## config.mk

```make
export PLATFORM = sky130hd
export DESIGN_NAME = runtime_info_frame
export DESIGN_NICKNAME = d
export VERILOG_FILES = /design/src/rtl/runtime_info_frame.sv
export SDC_FILE = /design/constraint.sdc
export NUM_CORES = 1
export LEC_CHECK = 0
export ABC_AREA = 1
export CAP_MARGIN = 20
export CELL_PAD_IN_SITES_DETAIL_PLACEMENT = 1
export CELL_PAD_IN_SITES_GLOBAL_PLACEMENT = 1
export CORE_ASPECT_RATIO = 0.7
export CORE_MARGIN = 10
export CORE_UTILIZATION = 42
export DETAILED_ROUTE_END_ITERATION = 10
export GPL_TIMING_DRIVEN = 0
export PLACE_DENSITY = 0.76
export SLEW_MARGIN = 20
export SYNTH_ARGS = -nofsm -noshare
export SYNTH_HDL_FRONTEND = slang
export SYNTH_SLANG_ARGS = --single-unit
```

## constraint.sdc

```tcl
create_clock -name clk_pixel -period 15.85 [get_ports clk_pixel]
set_clock_uncertainty 0.05 [all_clocks]
set_input_delay 1.585 -clock clk_pixel [delete_from_list [all_inputs] [get_ports clk_pixel]]
set_output_delay 1.585 -clock clk_pixel [all_outputs]
set_load 0.03 [all_outputs]
```

## src/rtl/runtime_info_frame.sv

```systemverilog
// runtime_info_frame: runtime-programmable HDMI InfoFrame source.
// Host fills a shadow payload and commits it. The PB0 checksum is then
// accumulated one byte per cycle, and the result is swapped into the
// active buffer only at a packet boundary, so a torn packet is never shown.
module runtime_info_frame #(
    parameter logic [6:0] TYPE    = 7'd3,
    parameter logic [7:0] VERSION = 8'd1,
    parameter logic [4:0] LENGTH  = 5'd25
) (
    input  logic             clk_pixel,
    input  logic             reset,
    input  logic             wr_en,
    input  logic [4:0]       wr_addr,
    input  logic [7:0]       wr_data,
    input  logic             commit,
    input  logic             packet_read,
    output logic             busy,
    output logic             valid,
    output logic [23:0]      header,
    output logic [3:0][55:0] sub
);
    localparam logic [7:0] HB0  = {1'b1, TYPE};
    localparam logic [7:0] HB1  = VERSION;
    localparam logic [7:0] HB2  = {3'b000, LENGTH};
    localparam logic [7:0] HSUM = HB0 + HB1 + HB2;

    typedef enum logic [1:0] {IDLE, SUM, PENDING} state_t;

    state_t          state_q;
    logic [7:0]      acc_q;
    logic [4:0]      idx_q;
    logic            busy_q;
    logic            valid_q;
    // Byte 0 of the shadow is never written; PB0 is filled with the checksum
    // on the swap. Bytes above LENGTH stay 0 because writes there are refused.
    logic [27:0][7:0] shadow_q;
    logic [27:0][7:0] active_q;

    logic [7:0] acc_d;
    logic [7:0] chk_d;
    logic       wr_ok;
    logic       swap;

    assign wr_ok = wr_en && !busy_q && (wr_addr != 5'd0) && (wr_addr <= LENGTH);
    assign acc_d = acc_q + shadow_q[idx_q];
    assign chk_d = (~acc_q) + 8'd1;
    // With no published packet there is nothing to tear, so swap at once.
    assign swap  = (state_q == PENDING) && (packet_read || !valid_q);

    // Host writes into the shadow payload while no commit is in flight.
    always_ff @(posedge clk_pixel or posedge reset) begin
        if (reset) begin
            shadow_q <= '0;
        end else if (wr_ok) begin
            shadow_q[wr_addr] <= wr_data;
        end
    end

    // Commit sequencer: checksum accumulation, then wait for a packet boundary.
    always_ff @(posedge clk_pixel or posedge reset) begin
        if (reset) begin
            state_q  <= IDLE;
            acc_q    <= '0;
            idx_q    <= '0;
            busy_q   <= 1'b0;
            valid_q  <= 1'b0;
            active_q <= '0;
        end else begin
            case (state_q)
                IDLE: begin
                    if (commit) begin
                        state_q <= SUM;
                        acc_q   <= HSUM;
                        idx_q   <= 5'd1;
                        busy_q  <= 1'b1;
                    end
                end
                SUM: begin
                    acc_q <= acc_d;
                    idx_q <= idx_q + 5'd1;
                    if (idx_q == LENGTH) begin
                        state_q <= PENDING;
                    end
                end
                PENDING: begin
                    if (swap) begin
                        active_q    <= shadow_q;
                        active_q[0] <= chk_d;
                        valid_q     <= 1'b1;
                        busy_q      <= 1'b0;
                        state_q     <= IDLE;
                    end
                end
                default: begin
                    state_q <= IDLE;
                    busy_q  <= 1'b0;
                end
            endcase
        end
    end

    assign header = {HB2, HB1, HB0};
    assign sub    = active_q;
    assign busy   = busy_q;
    assign valid  = valid_q;
endmodule
```

==> results.json, run 1 <==
{
  "tns_ns": 0,
  "place_congestion": 0.942,
  "required_ns": 16.23,
  "seqCellArea_mm2": 0.0116,
  "first_global_vias": 18800,
  "fmax_ghz": 0.227,
  "cp_cell_sequence": "buf_2 > buf_2 > clkbuf_1 > nand2_1 > o211ai_1 > nand3_1 > o211ai_1 > nand3_1 > o21ai_0 > inv_1 > fa_1 > nand3_1 > nand2_1 > nand2_1 > nand2_1 > a21oi_1 > xor2_1 > o22ai_1",
  "wire_per_inst_um": 24.9,
  "r2r-start": "idx_q[0]",
  "pwr-share-clk_pct": 27.6,
  "grt.total_usage_pct": 27.9,
  "num_io_pins": 268,
  "clock-sinks": 465,
  "cts_resized": 0,
  "finalCritPeriodShare_pct": 27.8,
  "cp_max_fo": 10,
  "comb_power_share_pct": 34.9,
  "p_seq_share_pct": 37.6,
  "hold_depth": 1,
  "slew_headroom_pct": 20.4,
  "synth_warnings": 0,
  "synth.area.top_cells": "dfrtp_1, nand2_1, o21ai_0",
  "path_class": "register to register",
  "core_mm2": 0.0466,
  "num-nets-final": 2616,
  "overflow": 0,
  "grt_pass1_wl_mm": 120,
  "numCtsBuffers": 47,
  "leakage_nw": 11.7,
  "drive_gt1_share_pct": 7.21,
  "hp-class": "register to register",
  "htree_levels": 2,
  "outcome": "completed",
  "viasPerCell": 5.59,
  "total_power_w": 0.00412,
  "critPathCapture": "acc_q[6]",
  "cp.depth": 18,
  "die_w_um": 280,
  "fill_cells": 5463,
  "rsz0062_at_grt": "no",
  "critical_path.max_stage_delay_ns": 0.61,
  "crit_family": "buffers and inverters",
  "drc_errors": 0,
  "clock_path_buffers": 3,
  "cp_common_cell": "nand2_1",
  "cts_tree": "yes",
  "hold_violations": 0,
  "ys_types": 36,
  "routed_wl_mm": 80.5,
  "ff2ff_path_depth": 18,
  "fin_crit_ns": 4.40,
  "numPortBuffers": 243,
  "whs_ns": 0.407,
  "postRouteAntennaNets": 0,
  "synth_edf_count": 0,
  "p_int_w": 0.00245,
  "hpwlAfterDp_mm": 59.5,
  "final_area_mm2": 0.0248,
  "ir_drop_v": 0.0000757,
  "ys_ff_latch": 465,
  "antenna_found_initial": 3,
  "yosysTopAreaCellShare_pct": 58.7,
  "multi_input_area_mm2": 0.00682,
  "vias": 18100,
  "ys.flop_type": "dfrtp_1",
  "synth_top_area_cell": "dfrtp_1",
  "power_switching_w": 0.00168,
  "postCtsHoldBufs": 0,
  "start_util_pct": 42.6,
  "final_max_slew_viol_count": 0,
  "regToRegEndpoint": "acc_q[6]",
  "cp-start-kind": "register",
  "clk_pin_slew_ns": 0.07,
  "die_h_um": 202,
  "dr.pass1.iters": 6,
  "pwr_density_cell_mw_per_mm2": 166,
  "async_flop_share_pct": 100,
  "yosysSeqAreaShare_pct": 58.7,
  "drtIter0Drc": 2074,
  "synthCells": 2269,
  "netlist_area_mm2": 0.0198,
  "area_growth_pct": 24.9,
  "crit_start": "idx_q[0]",
  "slowest_stage": "clkbuf_1",
  "rows": 66,
  "grt_max_degree": 108,
  "dieArea_mm2": 0.0564,
  "cts_setup_buffers": 0,
  "setup_viol": 0,
  "placed_cell_area_mm2": 0.0232,
  "crit_buf_inv": 4,
  "pre_cts_ws_ns": 11.33,
  "worst_pin_slew_ns": 1.19,
  "finalWorstSetupSlack_ns": 11.45,
  "syn_avg_cell_area_um2": 8.74,
  "r2r_slack_ns": 11.45,
  "cts_root_buffer": "clkbuf_16",
  "insertion_delay_ns": 0.58,
  "setup.worst_path.end_class": "register",
  "worstPathArrival_ns": 4.78,
  "p_sw_share_pct": 40.7,
  "maxCapViolations": 0
}
## metal layers
| metal | GRT usage (%) | part of all wire [%] | vias up |
|---|---|---|---|
| li1 | - | - | 7894 |
| met1 | 38.5 | 43 | 9232 |
| met2 | 42.3 | 44 | 830 |
| met3 | 7.76 | 10 | 132 |
| met4 | 7.90 | 2.6 | 2 |
| met5 | 1.15 | 0.11 | - |
## cells by family (layout without fill, tap and decap cells)
family / count (synthesis) / count (layout) / synth area share [%]
fa+ha+maj: 11 / 11 / 0.732
flops: 465 / 465 / 58.7
xor+xnor: 4 / 4 / 0.177
buf+inv: 327 / 657 / 7.31
compound gates: 523 / 523 / 14.1
other cells: 2 / 27 / 0.0379
simple gates: 937 / 937 / 19.0
## layout by cell type, fill, tap and decap left out, types with 24 or more instances in the layout
cell / netlist / final
nand2_1: 775 / 775
dfrtp_1: 465 / 465
o21ai_0: 320 / 320
clkdlybuf4s50_1: 0 / 243
inv_1: 140 / 139
clkbuf_1: 119 / 127
nand3_1: 82 / 82
a21oi_1: 76 / 76
o21ai_1: 72 / 72
clkbuf_16: 0 / 49
nor2_1: 42 / 42
buf_4: 32 / 32
o21ai_2: 24 / 24
conb_1: 2 / 24
## power by group through the flow
stage / logic (W) / clock network (W) / registers, W
3_5_place_dp: 0.00138 / 0 / 0.00156
2_1_floorplan: 0.000744 / 0 / 0.00159
4_1_cts: 0.00140 / 0.00114 / 0.00154
3_3_place_gp: 0.00133 / 0 / 0.00155
6_report: 0.00144 / 0.00114 / 0.00155
5_1_grt: 0.00154 / 0.00120 / 0.00157
## cell type report
type                    count  area share, %
inverters                 146           2.24
clock buffers              72           5.82
plain buffers             181           3.65
well taps                 612           3.09
clock inverters            11          0.374
repair buffers            247           10.3
multi-input cells        1499           27.5
diodes                      3         0.0303
flip-flops and latches    465           47.0
## stage by stage
step | utilization [%] | instances
2_1_floorplan | - | 2291
3_3_place_gp | 49.6 | 3146
3_5_place_dp | 49.9 | 3150
4_1_cts | 53.2 | 3233
5_1_grt | 53.2 | 3234
6_report | 53.2 | 3236
## how the worst min path moves through the flow
stage	from	slack, ns	endpoint
3_5_place_dp	shadow_q[2]	0.39	shadow_q[2]
6_report	shadow_q[4]	0.41	shadow_q[4]
2_1_floorplan	shadow_q[4]	0.37	shadow_q[4]
4_1_cts	shadow_q[2]	0.41	shadow_q[2]
5_1_grt	shadow_q[2]	0.43	shadow_q[2]
3_3_place_gp	shadow_q[3]	0.38	shadow_q[3]
## Yosys cell counts (2+ instances only)
| cell | count |
|---|---|
| a21oi_1 | 76 |
| o21ai_2 | 24 |
| nor2_1 | 42 |
| nor3_1 | 7 |
| clkbuf_1 | 119 |
| or2_2 | 3 |
| o21ai_1 | 72 |
| conb_1 | 2 |
| buf_4 | 32 |
| nand2_2 | 13 |
| nand2_1 | 775 |
| o211ai_1 | 14 |
| nand3_1 | 82 |
| xor2_1 | 3 |
| buf_2 | 9 |
| nand4_1 | 3 |
| ha_1 | 10 |
| clkinv_1 | 2 |
| dfrtp_1 | 465 |
| o22ai_1 | 9 |
| a31oi_1 | 4 |
| buf_6 | 12 |
| o21ai_0 | 320 |
| inv_2 | 4 |
| buf_1 | 9 |
| nor3_4 | 2 |
| inv_1 | 140 |
| nand3_2 | 8 |
## state kept, by name, summed over array words and instances (netlist names)
register,cells
state_q,2
idx_q,5
sub,224
valid,1
shadow_q,224
busy,1
acc_q,8
Note: power is estimated with default switching activity, not from simulation.
==> run 2: changes to the inputs <==
clock period = 4.2 ns   (was 15.85 ns; I/O delays follow)
==> results.json, run 2 (synthesized netlist as in run 1, its figures left out) <==
{
  "outcome": "completed",
  "drtIter0Drc": 1731,
  "fill_cells": 5438,
  "rows": 66,
  "die_w_um": 280,
  "path_class": "register to register",
  "multi_input_area_mm2": 0.00682,
  "finalWorstSetupSlack_ns": 0.168,
  "drc_errors": 0,
  "clock-sinks": 465,
  "vias": 18200,
  "final_cell_mix": "nand2_1, dfrtp_1, o21ai_0",
  "total_power_w": 0.0155,
  "grt_pass1_wl_mm": 122,
  "insertion_delay_ns": 0.58,
  "rsz0062_at_grt": "no",
  "whs_ns": 0.205,
  "cp_common_cell": "nand2_1",
  "seqCellArea_mm2": 0.0116,
  "post-route-util_pct": 53.5,
  "critical_path.max_stage_delay_ns": 0.46,
  "layout_commonest_cell": "nand2_1",
  "cp_cell_sequence": "clkbuf_4 > buf_2 > clkbuf_2 > o21ai_0 > o21ai_0 > o211ai_1 > nand3_1 > o21ai_2 > inv_1 > fa_1 > nand3_1 > nand2_1 > nand2_1 > nand2_1 > a21oi_1 > xor2_1 > o22ai_1",
  "dieArea_mm2": 0.0564,
  "pwr_density_cell_mw_per_mm2": 622,
  "placed_cell_area_mm2": 0.0234,
  "maxCapViolations": 0,
  "final_area_mm2": 0.0249,
  "wl_met1_mm": 35.4,
  "slowest_stage": "dfrtp_2",
  "dr.pass1.iters": 8,
  "wire_per_inst_um": 25.0,
  "slew_headroom_pct": 25.9,
  "pre_cts_ws_ns": -0.168,
  "p_sw_share_pct": 40.9,
  "num-nets-final": 2626,
  "cp_max_fo": 10,
  "routed_wl_mm": 81.1,
  "hpwlAfterDp_mm": 60.9,
  "die_h_um": 202,
  "wl_met2_mm": 35.7,
  "clk_pin_slew_ns": 0.07,
  "met3WireLength_mm": 7.92,
  "leakage_nw": 11.8,
  "place_congestion": 0.944,
  "finalCritPeriodShare_pct": 96.0,
  "fmax_ghz": 0.248,
  "cp-start-kind": "register",
  "cts_setup_buffers": 0,
  "start_util_pct": 42.6,
  "numCtsBuffers": 46,
  "viasPerCell": 5.61,
  "setup.worst_path.end_class": "register",
  "p_seq_share_pct": 37.7,
  "ir_drop_v": 0.000314,
  "postRouteAntennaNets": 0,
  "cts_root_buffer": "clkbuf_16",
  "highest_layer": "met4",
  "worst_pin_slew_ns": 1.11,
  "p_int_w": 0.00918,
  "setup_viol": 0,
  "grt.total_usage_pct": 28.3,
  "worstPathArrival_ns": 4.41,
  "grt_max_degree": 36,
  "numPortBuffers": 243,
  "postCtsHoldBufs": 0,
  "fin_crit_ns": 4.03,
  "final_max_slew_viol_count": 0,
  "core_mm2": 0.0466,
  "pwr-share-clk_pct": 26.8,
  "antenna_found_initial": 2,
  "comb_power_share_pct": 35.5,
  "clock_path_buffers": 3,
  "cts_tree": "yes",
  "drive_gt1_share_pct": 8.37,
  "hold_violations": 0,
  "area_growth_pct": 25.8,
  "num_io_pins": 268,
  "required_ns": 4.58,
  "htree_levels": 2,
  "hp-class": "primary input to asynchronous set/reset pin",
  "overflow": 0,
  "first_global_vias": 19000,
  "power_switching_w": 0.00634
}
[run 2: cell types whose count changed in the layout (fill, tap and decap cells not counted), sizes merged]
cell and change:
clkinvlp +3, clkbuf -3, inv -1, buf +8
[run 2: per-layer routing]
metal | GRT usage [%] | vias up
met1 | 39.2 | 9369
met3 | 7.91 | 133
li1 | - | 7895
met4 | 8.28 | 0
met2 | 42.5 | 794
met5 | 0 | -
[run 2: path summary, 6_finish.rpt]
check	endpoint	slack, ns	startpoint	depth (start not counted)
max	acc_q[6]	0.17	idx_q[0]	17
min	shadow_q[56]	0.21	reset	2
max reg2reg	acc_q[6]	0.17	idx_q[0]	17
min reg2reg	shadow_q[1]	0.41	shadow_q[1]	1
max in group asynchronous	shadow_q[155]	2.62	reset	6
min in group clk_pixel	shadow_q[1]	0.41	shadow_q[1]	1
[run 2: power groups by stage]
stage	Sequential, W	Combinational, W	Clock (W)
after floorplan	0.00600	0.00281	0
after global placement	0.00586	0.00505	0
after detailed placement	0.00588	0.00528	0
after CTS	0.00582	0.00533	0.00418
after global routing	0.00590	0.00594	0.00437
final	0.00585	0.00551	0.00416
[run 2: area by class of cell]
cell class                      count  share of cell area, %
Antenna cell                        3                 0.0301
Buffer                            181                   3.74
Clock buffer                       66                   5.49
Clock inverter                     13                  0.427
Inverter                          146                   2.23
Multi-Input combinational cell   1499                   27.4
Sequential cell                   465                   46.7
Tap cell                          612                   3.07
Timing Repair Buffer              258                   11.0
[run 2: through the flow]
step | instances | TNS, ns
2_1_floorplan | 2291 | -1192.69
3_3_place_gp | 3146 | -2566.63
3_5_place_dp | 3161 | -0.294
4_1_cts | 3240 | 0
5_1_grt | 3242 | 0
6_report | 3243 | 0
[run 2: critical path, delay by kind of cell, from the launching register on]
family          cells  cell delay [ns]
compound gates      6             1.34
xor+xnor            1             0.16
fa+ha+maj           1             0.46
buf+inv             4             0.83
flops               1             0.46
simple gates        5             0.57
[run 2: what timing repair did]
item	CTS	global route
endpoints found under the setup margin	3	5
resized for setup	2	44
pin swaps	0	5
endpoints found under the hold margin	0	0
